File: src/rtl/seq_multiplier_if.sv
// rtl/seq_multiplier_if.sv - operand/result bundle between operand registers and the multiplier
interface seq_multiplier_if #(
  parameter int N = 4
);
  logic           loaded;
  logic [N-1:0]   a;
  logic [N-1:0]   b;
  logic           done;
  logic           busy;
  logic [2*N-1:0] result;

  modport master (
    output loaded, a, b,
    input  done, busy, result
  );

  modport slave (
    input  loaded, a, b,
    output done, busy, result
  );
endinterface

File: src/rtl/seq_multiplier.sv
// rtl/seq_multiplier.sv - unsigned shift-add multiplier, fixed N-cycle iteration
module seq_multiplier #(
  parameter int N = 4
) (
  input  logic             clk,
  input  logic             rst,
  seq_multiplier_if.slave  bus
);
  localparam int CW = $clog2(N) + 1;
  localparam logic [CW-1:0] LAST = CW'(N - 1);

  typedef enum logic [1:0] {IDLE, RUN, DONE} state_e;

  state_e         state_q, state_d;
  logic [2*N-1:0] mcand_q, mcand_d;
  logic [N-1:0]   mplier_q, mplier_d;
  logic [2*N-1:0] acc_q, acc_d;
  logic [CW-1:0]  cnt_q, cnt_d;
  logic [2*N-1:0] result_q, result_d;
  logic           done_q, done_d;
  logic           busy_q, busy_d;

  always_comb begin
    state_d  = state_q;
    mcand_d  = mcand_q;
    mplier_d = mplier_q;
    acc_d    = acc_q;
    cnt_d    = cnt_q;
    result_d = result_q;
    case (state_q)
      IDLE: begin
        if (bus.loaded) begin
          mcand_d  = {{N{1'b0}}, bus.a};
          mplier_d = bus.b;
          acc_d    = '0;
          cnt_d    = '0;
          state_d  = RUN;
        end
      end
      RUN: begin
        if (mplier_q[0]) begin
          acc_d = acc_q + mcand_q;
        end
        mcand_d  = mcand_q << 1;
        mplier_d = mplier_q >> 1;
        cnt_d    = cnt_q + CW'(1);
        // Final iteration publishes the sum including this edge's partial product.
        if (cnt_q == LAST) begin
          result_d = acc_d;
          state_d  = DONE;
        end
      end
      DONE: begin
        state_d = IDLE;
      end
      default: begin
        state_d = IDLE;
      end
    endcase
    // Flags are registered, so derive them from where the FSM is heading.
    done_d = (state_d == DONE);
    busy_d = (state_d != IDLE);
  end

  always_ff @(posedge clk or negedge rst) begin
    if (!rst) begin
      state_q  <= IDLE;
      mcand_q  <= '0;
      mplier_q <= '0;
      acc_q    <= '0;
      cnt_q    <= '0;
      result_q <= '0;
      done_q   <= 1'b0;
      busy_q   <= 1'b0;
    end else begin
      state_q  <= state_d;
      mcand_q  <= mcand_d;
      mplier_q <= mplier_d;
      acc_q    <= acc_d;
      cnt_q    <= cnt_d;
      result_q <= result_d;
      done_q   <= done_d;
      busy_q   <= busy_d;
    end
  end

  assign bus.done   = done_q;
  assign bus.busy   = busy_q;
  assign bus.result = result_q;
endmodule

File: src/flat_wrapper.sv
// flat-port wrapper written by rule: the top's interface ports become plain ports
module seq_multiplier_flat 
#(
  parameter int N = 4
)
  (clk, rst, bus_loaded, bus_a, bus_b, bus_done, bus_busy, bus_result);
  seq_multiplier_if #(.N(N)) bus_i ();
  input  logic clk;
  input  logic rst;
  input wire logic [$bits(bus_i.loaded)-1:0] bus_loaded;
  input wire logic [$bits(bus_i.a)-1:0] bus_a;
  input wire logic [$bits(bus_i.b)-1:0] bus_b;
  output wire logic [$bits(bus_i.done)-1:0] bus_done;
  output wire logic [$bits(bus_i.busy)-1:0] bus_busy;
  output wire logic [$bits(bus_i.result)-1:0] bus_result;
  assign bus_i.loaded = bus_loaded;
  assign bus_i.a = bus_a;
  assign bus_i.b = bus_b;
  assign bus_done = bus_i.done;
  assign bus_busy = bus_i.busy;
  assign bus_result = bus_i.result;
  seq_multiplier #(.N(N)) u_core (.clk(clk), .rst(rst), .bus(bus_i));
endmodule
File: config.mk
export PLATFORM = sky130hd
export DESIGN_NAME = seq_multiplier_flat
export DESIGN_NICKNAME = d
export VERILOG_FILES = /design/src/rtl/seq_multiplier_if.sv /design/src/rtl/seq_multiplier.sv /design/src/flat_wrapper.sv
export SDC_FILE = /design/constraint.sdc
export NUM_CORES = 1
export LEC_CHECK = 0
export CAP_MARGIN = 20
export CORE_MARGIN = 2
export CORE_UTILIZATION = 33
export DETAILED_ROUTE_END_ITERATION = 8
export GPL_ROUTABILITY_DRIVEN = 1
export HOLD_SLACK_MARGIN = 0.06
export PLACE_DENSITY_LB_ADDON = 0.1
export SLEW_MARGIN = 20
export SYNTH_ARGS = -nofsm -noshare
export SYNTH_HDL_FRONTEND = slang
export SYNTH_SLANG_ARGS = --single-unit
File: constraint.sdc
create_clock -name clk -period 4.2 [get_ports clk]
set_clock_uncertainty 0.15 [all_clocks]
set_input_delay 0.42 -clock clk [delete_from_list [all_inputs] [get_ports clk]]
set_output_delay 0.42 -clock clk [all_outputs]
set_load 0.01 [all_outputs]
=== Word-level counts from Yosys, hierarchy flattened ===
Index checks and enable logic that the tools add are counted.

* Bits of input ports: 11
* Flip-flop bits (word level): 35
* Logic and storage cells: 31
* Output and inout bits: 10

* Add/subtract/negate cells: 2
* Equality and inequality tests: 4
* Multiplexer cells: 12
* Reductions and logical operators: 5

{| class="wikitable"
|+ Operator list
! cell !! number
|-
| $pmux W8 S2 || 2
|-
| $mux W8 || 3
|-
| $add A8 B8 Y8 || 1
|-
| $pmux W4 S2 || 1
|-
| $pmux W3 S2 || 1
|-
| $mux W2 || 2
|-
| $mux W4 || 1
|-
| $pmux W2 S2 || 1
|-
| $reduce_and A2 Y1 || 2
|-
| $reduce_bool A2 Y1 || 2
|-
| $add A3 B1 Y3 const B || 1
|-
| $eq A3 B2 Y1 const B || 1
|-
| $mux W3 || 1
|-
| $eq A2 B1 Y1 const B || 1
|-
| $eq A2 B2 Y1 const B || 1
|-
| $logic_not A2 Y1 || 1
|-
| $ne A2 B2 Y1 const B || 1
|}

=== Depth between registers and ports, before layout ===
Gate-level depths: netlist (run 1).

* Depth after elaboration: 4
* Mapped depth: 7
* Mapped depth without buffers: 7

=== Worst setup path before layout (run 1) ===
OpenSTA, ideal clock, no wires.

* Kind: register to register
* Start: reg u_core.acc_q[0]
* End: reg u_core.acc_q[6]
* Library setup time: 0.121 ns
* Path slack: 2.137 ns
* Arrival time: 1.792 ns
* Clock period less this slack: 2.063 ns
* Cell stages (with the launch flop): 8
* Path buffers: 0
* Data required time: 3.929 ns
* Cell sequence: dfrtp_1 -> ha_1 -> fa_1 -> a21oi_1 -> o21ai_1 -> a21oi_1 -> xnor2_1 -> a22o_1

* Cells in the longest elaborated chain, start to end: 3

{| class="wikitable"
|+ RTL lines
! what !! RTL line !! source
|-
| from (decl) || seq_multiplier.sv:17 || <nowiki>logic [2*N-1:0] acc_q, acc_d;</nowiki>
|-
| from (signal assigned) || seq_multiplier.sv:70 || <nowiki>acc_q <= '0;</nowiki>
|-
| from (signal assigned) || seq_multiplier.sv:79 || <nowiki>acc_q <= acc_d;</nowiki>
|-
| $add A8 B8 Y8 || seq_multiplier.sv:42 || <nowiki>acc_d = acc_q + mcand_q;</nowiki>
|-
| $mux W8 || seq_multiplier.sv:41 || <nowiki>if (mplier_q[0]) begin</nowiki>
|-
| $pmux W8 S2 || seq_multiplier.sv:30 || <nowiki>case (state_q)</nowiki>
|}

Every way passes these cells.
A chain may end at the register's enable or synchronous reset.

=== Worst setup path after layout (run 1) ===
* Start: reg u_core.mcand_q[0]
* End: reg u_core.acc_q[6]

* Cells in the longest elaborated chain, start to end: 3

{| class="wikitable"
|+ RTL lines
! what !! RTL line !! source
|-
| from (decl) || seq_multiplier.sv:15 || <nowiki>logic [2*N-1:0] mcand_q, mcand_d;</nowiki>
|-
| from (signal assigned) || seq_multiplier.sv:77 || <nowiki>mcand_q <= mcand_d;</nowiki>
|-
| $add A8 B8 Y8 || seq_multiplier.sv:42 ||
|-
| $mux W8 || seq_multiplier.sv:41 ||
|-
| $pmux W8 S2 || seq_multiplier.sv:30 ||
|}

Every way passes these cells.

==> reports/qor.yml, run 1 <==
status: "finished clean"
die_h_um: 77.5
ys_ff_latch: 35
rrSetupSlack_ns: 1.88
synth.avg_cell_area_um2: 10.1
r2r-end: "u_core.acc_q[6]"
wl_um: 3580
syn_to_final_growth_pct: 19.9
finalSetupViolations: 0
hold_buffers: 0
grt_pass1_vias: 1375
final.period_utilization: 0.553
clk_latency_ns: 0.28
rr_worst_depth: 7
clkSinkCount: 35
dieArea_um2: 6000
vias: 1370
critPathBufInv: 0
worstSetupStartpointType: "flop"
netSwitchingFraction: 0.392
slew_headroom: 0.545
crit_family: "compound AO/OA/AOI/OAI gates"
critPathRequiredTime_ns: 4.23
hold_end: "u_core.bus.result[2]"
pwr-share-comb: 0.423
tns_ns: 0
cts_htree_levels: 2
cp_slowest_cell: "dfrtp_1"
min-delay-start: "u_core.bus.result[2]"
seqPwrFrac: 0.402
fin_crit_ns: 2.32
path_clk_slew_ns: 0.07
coreArea_um2: 5170
slew_viol_final: 0
vias_per_cell: 5.15
worst_pin_slew_ns: 0.682
yosysMostFrequentCell: "dfrtp_1"
synthMuxAreaShare: 0.0337
portBuffers: 20
syn_inst: 177
ios: 21
vdd_drop_max_v: 0.000318
synth_top_cell_by_area: "dfrtp_1"
slowest_delay_ns: 0.42
grt_max_degree: 36
firstDrtPassIters: 4
synth_area_leaders: "dfrtp_1 (49%), ha_1 (6.3%), o21ai_1 (5.9%)"
p_leak_nw: 0.946
end_kind: "flop"
row_count: 26
place_hpwl_um: 2650
root_buffer: "clkbuf_8"
drtIter0Drc: 60
gr-total-overflow: 0
drive_gt1_frac: 0.0714
grt_pass1_wl_um: 6490
crit_top_cell: "a21oi_1"
synth_fa_ha_area_frac: 0.0744
grt_antenna_before_repair: 0
synth.distinct_cells: 37
arrival_ns: 2.35
postCtsSetupRepairBufs: 0
placed_area_um2: 2040
pwr-share-clk: 0.176
n_antenna_cell: 0
yosys_warnings: 0
syn_area_um2: 1780
die_w_um: 77.5
synth_edf_count: 0
yosysSeqAreaShare: 0.492
syn_nets: 198
layout.nets: 216
ant_nets: 0
cp.depth: 7
intPower_w: 0.000924
crit_path_cell_trace: "ha_1, fa_1, a21oi_1, o21ai_1, a21oi_1, xnor2_1, a22o_1"
synth-compound-area-share: 0.213
synth_flop_cell: "dfrtp_1"
cts.repair.resized: 0
gp_congestion: 0.815
initial_utilization: 0.344
cts.path.max_buffers: 2
synth_top_area_frac: 0.492
cts_tree: "yes"
power.density_nw_per_um2: 711
hold_violations: 0
track_usage: 0.137
drv.max_cap_violation_count: 0
grt_setup_unrepaired: "no"
crit_type: "reg2reg"
stdcell_area_um2: 2140
yosys.area_share.simple: 0.125
hold-path-cell-count: 2
rr_startpoint: "u_core.mcand_q[0]"
p_switching_w: 0.000596
wl_per_cell_um: 13.5
synth-async-reset-ratio: 1.00
cts_buffers: 5
min_path_type: "reg2reg"
synth_commonest_cells: "dfrtp_1 (35), nand2_1 (24), o21ai_1 (21)"
synth_xor_xnor_area_share: 0.0246
synth_top_family_by_area: "compound AO/OA/AOI/OAI gates"
fmaxAchievable_mhz: 430
final_util: 0.413
drc: 0
path_max_fanout: 4
-- area by class of cell --
| type | instances | area, µm² |
|---|---|---|
| timing repair buffer | 21 | 208 |
| tap | 70 | 87.6 |
| clock buffer | 8 | 100 |
| multi-input combinational | 125 | 838 |
| sequential | 35 | 876 |
| inverter | 7 | 26.3 |
| fill | 494 | 3040 |
-- layer usage --
metal,global-route usage,vias to the layer above,part of all wire
li1,-,664,-
met3,0.0337,13,0.040
met5,0,-,0
met4,0.0786,0,0.035
met1,0.177,658,0.47
met2,0.210,35,0.46
-- power by group through the flow --
stage          clock network (W)  registers (W)  logic, W
3_5_place_dp                   0       0.000620  0.000648
4_1_cts                 0.000275       0.000612  0.000649
6_report                0.000267       0.000610  0.000642
2_1_floorplan                  0       0.000564  0.000502
5_1_grt                 0.000291       0.000634  0.000734
3_3_place_gp                   0       0.000617  0.000638
-- per-stage QoR --
stage	worst slack (ns)	power [W]	instances	hold slack (ns)
3_5_place_dp	1.85	0.00127	258	0.329
2_1_floorplan	2.14	0.00107	177	-0.0256
3_3_place_gp	1.91	0.00125	258	0.322
6_report	1.88	0.00152	266	0.335
4_1_cts	1.88	0.00154	266	0.341
5_1_grt	1.63	0.00166	266	0.362
-- sequential cells by signal (all words and copies together), names as in the netlist --
name               count
u_core.mplier_q        4
u_core.bus.done        1
u_core.state_q         2
u_core.acc_q           8
u_core.bus.result      8
u_core.cnt_q           3
u_core.mcand_q         8
u_core.bus.busy        1
-- cell usage in the layout, fill, tap and decap left out, drive strengths merged --
master / instances
a211oi: 1
a21o: 1
a21oi: 9
a22o: 10
a22oi: 6
a31oi: 1
and2: 1
and3: 1
and4: 2
buf: 1
clkbuf: 8
clkdlybuf4s50: 20
dfrtp: 35
fa: 1
ha: 9
inv: 7
mux2i: 6
nand2: 24
nand2b: 2
nand3: 1
nor2: 1
nor2b: 5
nor3: 4
nor3b: 2
o211ai: 1
o21a: 1
o21ai: 24
o21bai: 2
o22ai: 1
o31a: 2
or2: 1
or3: 1
xnor2: 4
xor2: 1
-- worst register-to-register path: stages, from the launching register on --
cell and delay (ns):
dfrtp_1 0.42, ha_1 0.25, fa_1 0.42, a21oi_1 0.22, o21ai_1 0.12, a21oi_1 0.30, xnor2_1 0.11, a22o_1 0.23
-- cell families after synthesis --
family                     Yosys count
AOI/OAI and AO/OA                   59
xor gates and xnor gates             5
adders and majority gates           10
buffers and inverters               17
DFF                                 35
muxes                                6
and+or+nand+nor                     45
-- how the worst max path moves through the flow --
stage                            from              endpoint
floorplan             u_core.acc_q[0]       u_core.acc_q[6]
global placement           bus_loaded       u_core.acc_q[3]
detailed placement         bus_loaded       u_core.acc_q[4]
CTS                 u_core.mcand_q[0]       u_core.acc_q[6]
global route        u_core.state_q[0]  u_core.bus.result[6]
finish              u_core.mcand_q[0]       u_core.acc_q[6]
Power figures use the tool's default switching activity.
==> run 2: changes to the inputs <==
==> constraint.sdc (replaced) <==
create_clock -name clk -period 2 [get_ports clk]
set_clock_uncertainty 0.15 [all_clocks]
set_input_delay 0.2 -clock clk [delete_from_list [all_inputs] [get_ports clk]]
set_output_delay 0.2 -clock clk [all_outputs]
set_load 0.01 [all_outputs]
==> run 2 against run 1 <==
  * Sequential share of layout area is 5.6 points lower
  * The run now ends with negative setup slack left
  * Highest routed layer unchanged
  * Register-to-register slack worse by 1.9 ns
  * Largest cell class is now multi-input gates
  * Combinational power grew to 3.1 times the previous value
==> reports/qor.yml, run 2 (synthesized netlist as in run 1, its figures left out) <==
drtIter0Drc: 56
fmaxAchievable_mhz: 485
n_fill_cell: 488
portBuffers: 20
place_hpwl_um: 2960
drv.max_cap_violation_count: 0
wl_per_cell_um: 14.0
grt_max_degree: 36
cts_htree_levels: 2
critPathRequiredTime_ns: 2.02
layout_common_cells: "dfrtp_1 (35), buf_4 (29), nand2_1 (24)"
rr_startpoint: "u_core.acc_q[0]"
ios: 21
endpoint: "u_core.bus.result[7]"
violations: "negative setup slack"
die_w_um: 77.5
crit_start: "u_core.acc_q[0]"
stdcell_area_um2: 2470
hold_buffers: 0
clkSinkCount: 35
track_usage: 0.154
wl_um: 4160
status: "complete, but fails checks"
grt_setup_unrepaired: "yes"
cts_tree: "yes"
grt_pass1_vias: 1548
instances_no_fill: 297
worst_pin_slew_ns: 0.576
place_ws_ns: -0.0807
ant_nets: 0
die_h_um: 77.5
n_antenna_cell: 0
vias: 1474
hold_violations: 0
placed_area_um2: 2260
initial_utilization: 0.344
syn_to_final_growth_pct: 38.8
r2r-end: "u_core.bus.result[7]"
rrSetupSlack_ns: -0.06
final.period_utilization: 1.03
drive_gt1_frac: 0.256
cts.path.max_buffers: 2
root_buffer: "clkbuf_8"
setup_slack_ns: -0.0605
clk_latency_ns: 0.28
rr_worst_depth: 7
vdd_drop_max_v: 0.000762
power.density_nw_per_um2: 1520
dp.cells: 287
coreArea_um2: 5170
p_leak_nw: 1.11
slew_viol_final: 0
final_common_cell: "dfrtp_1"
path_clk_slew_ns: 0.07
gr-total-overflow: 0
path_max_fanout: 2
gp_congestion: 0.834
layout.nets: 247
fin_crit_ns: 2.06
vias_per_cell: 4.96
end_kind: "flop"
crit_type: "reg2reg"
min_path_type: "in2async"
worstSetupStartpointType: "flop"
grt_pass1_wl_um: 7330
finalSetupViolations: 1
arrival_ns: 2.08
firstDrtPassIters: 4
dieArea_um2: 6000
cts_buffers: 5
row_count: 26
drc: 0
slew_headroom: 0.613
grt_antenna_before_repair: 0
-- run 2: stage by stage --
step                setup TNS [ns]  power (W)  hold slack, ns   util
floorplan                  -0.0200    0.00225          -0.246      -
global placement            -0.135    0.00299           0.315  0.437
detailed placement          -0.214    0.00304           0.329  0.437
CTS                        -0.0963    0.00370           0.204  0.468
global route                -0.379    0.00410           0.220  0.478
finish                     -0.0605    0.00376           0.185  0.478
-- run 2: worst min-delay path by stage --
| stage | start | to | slack (ns) | cells after the start |
|---|---|---|---|---|
| CTS | rst | u_core.acc_q[0] | 0.20 | 2 |
| floorplan | rst | u_core.acc_q[0] | -0.25 | 0 |
| detailed placement | u_core.bus.result[2] | u_core.bus.result[2] | 0.33 | 2 |
| finish | rst | u_core.acc_q[6] | 0.19 | 2 |
| global placement | u_core.cnt_q[0] | u_core.cnt_q[0] | 0.32 | 1 |
| global route | rst | u_core.bus.done | 0.22 | 2 |
-- run 2: where the power goes --
part / internal [W] / switching (W) / total [W]
clock: 0.000315 / 0.000252 / 0.000567
sequential: 0.000987 / 0.000241 / 0.00123
combinational: 0.00103 / 0.000936 / 0.00197
-- run 2: timing repair --
action	CTS	global route
gates resized for setup	8	7
pin swaps	2	5
setup buffers	1	1
endpoints found under the setup margin	4	5
-- run 2: cell type report --
| class | count | area [µm²] | area share |
|---|---|---|---|
| Tap cell | 70 | 87.6 | 0.0354 |
| Inverter | 7 | 26.3 | 0.0106 |
| Multi-Input combinational cell | 125 | 932 | 0.377 |
| Clock buffer | 8 | 100 | 0.0405 |
| Timing Repair Buffer | 52 | 452 | 0.183 |
| Sequential cell | 35 | 876 | 0.354 |
-- run 2: routing by layer --
metal,share of wire,wire length [µm],up-vias,track usage
met1,0.46,1920,719,0.200
li1,-,-,726,-
met5,0,0,-,0
met3,0.031,129,2,0.0384
met4,0.0055,23,0,0.0429
met2,0.50,2080,27,0.257
-- run 2: critical path, cell delays in order (launching register included) --
cell and delay, ns:
dfrtp_1 0.39, ha_2 0.21, buf_6 0.12, a211oi_4 0.27, nor3_2 0.07, or3_1 0.33, and4_4 0.19, o31a_1 0.22
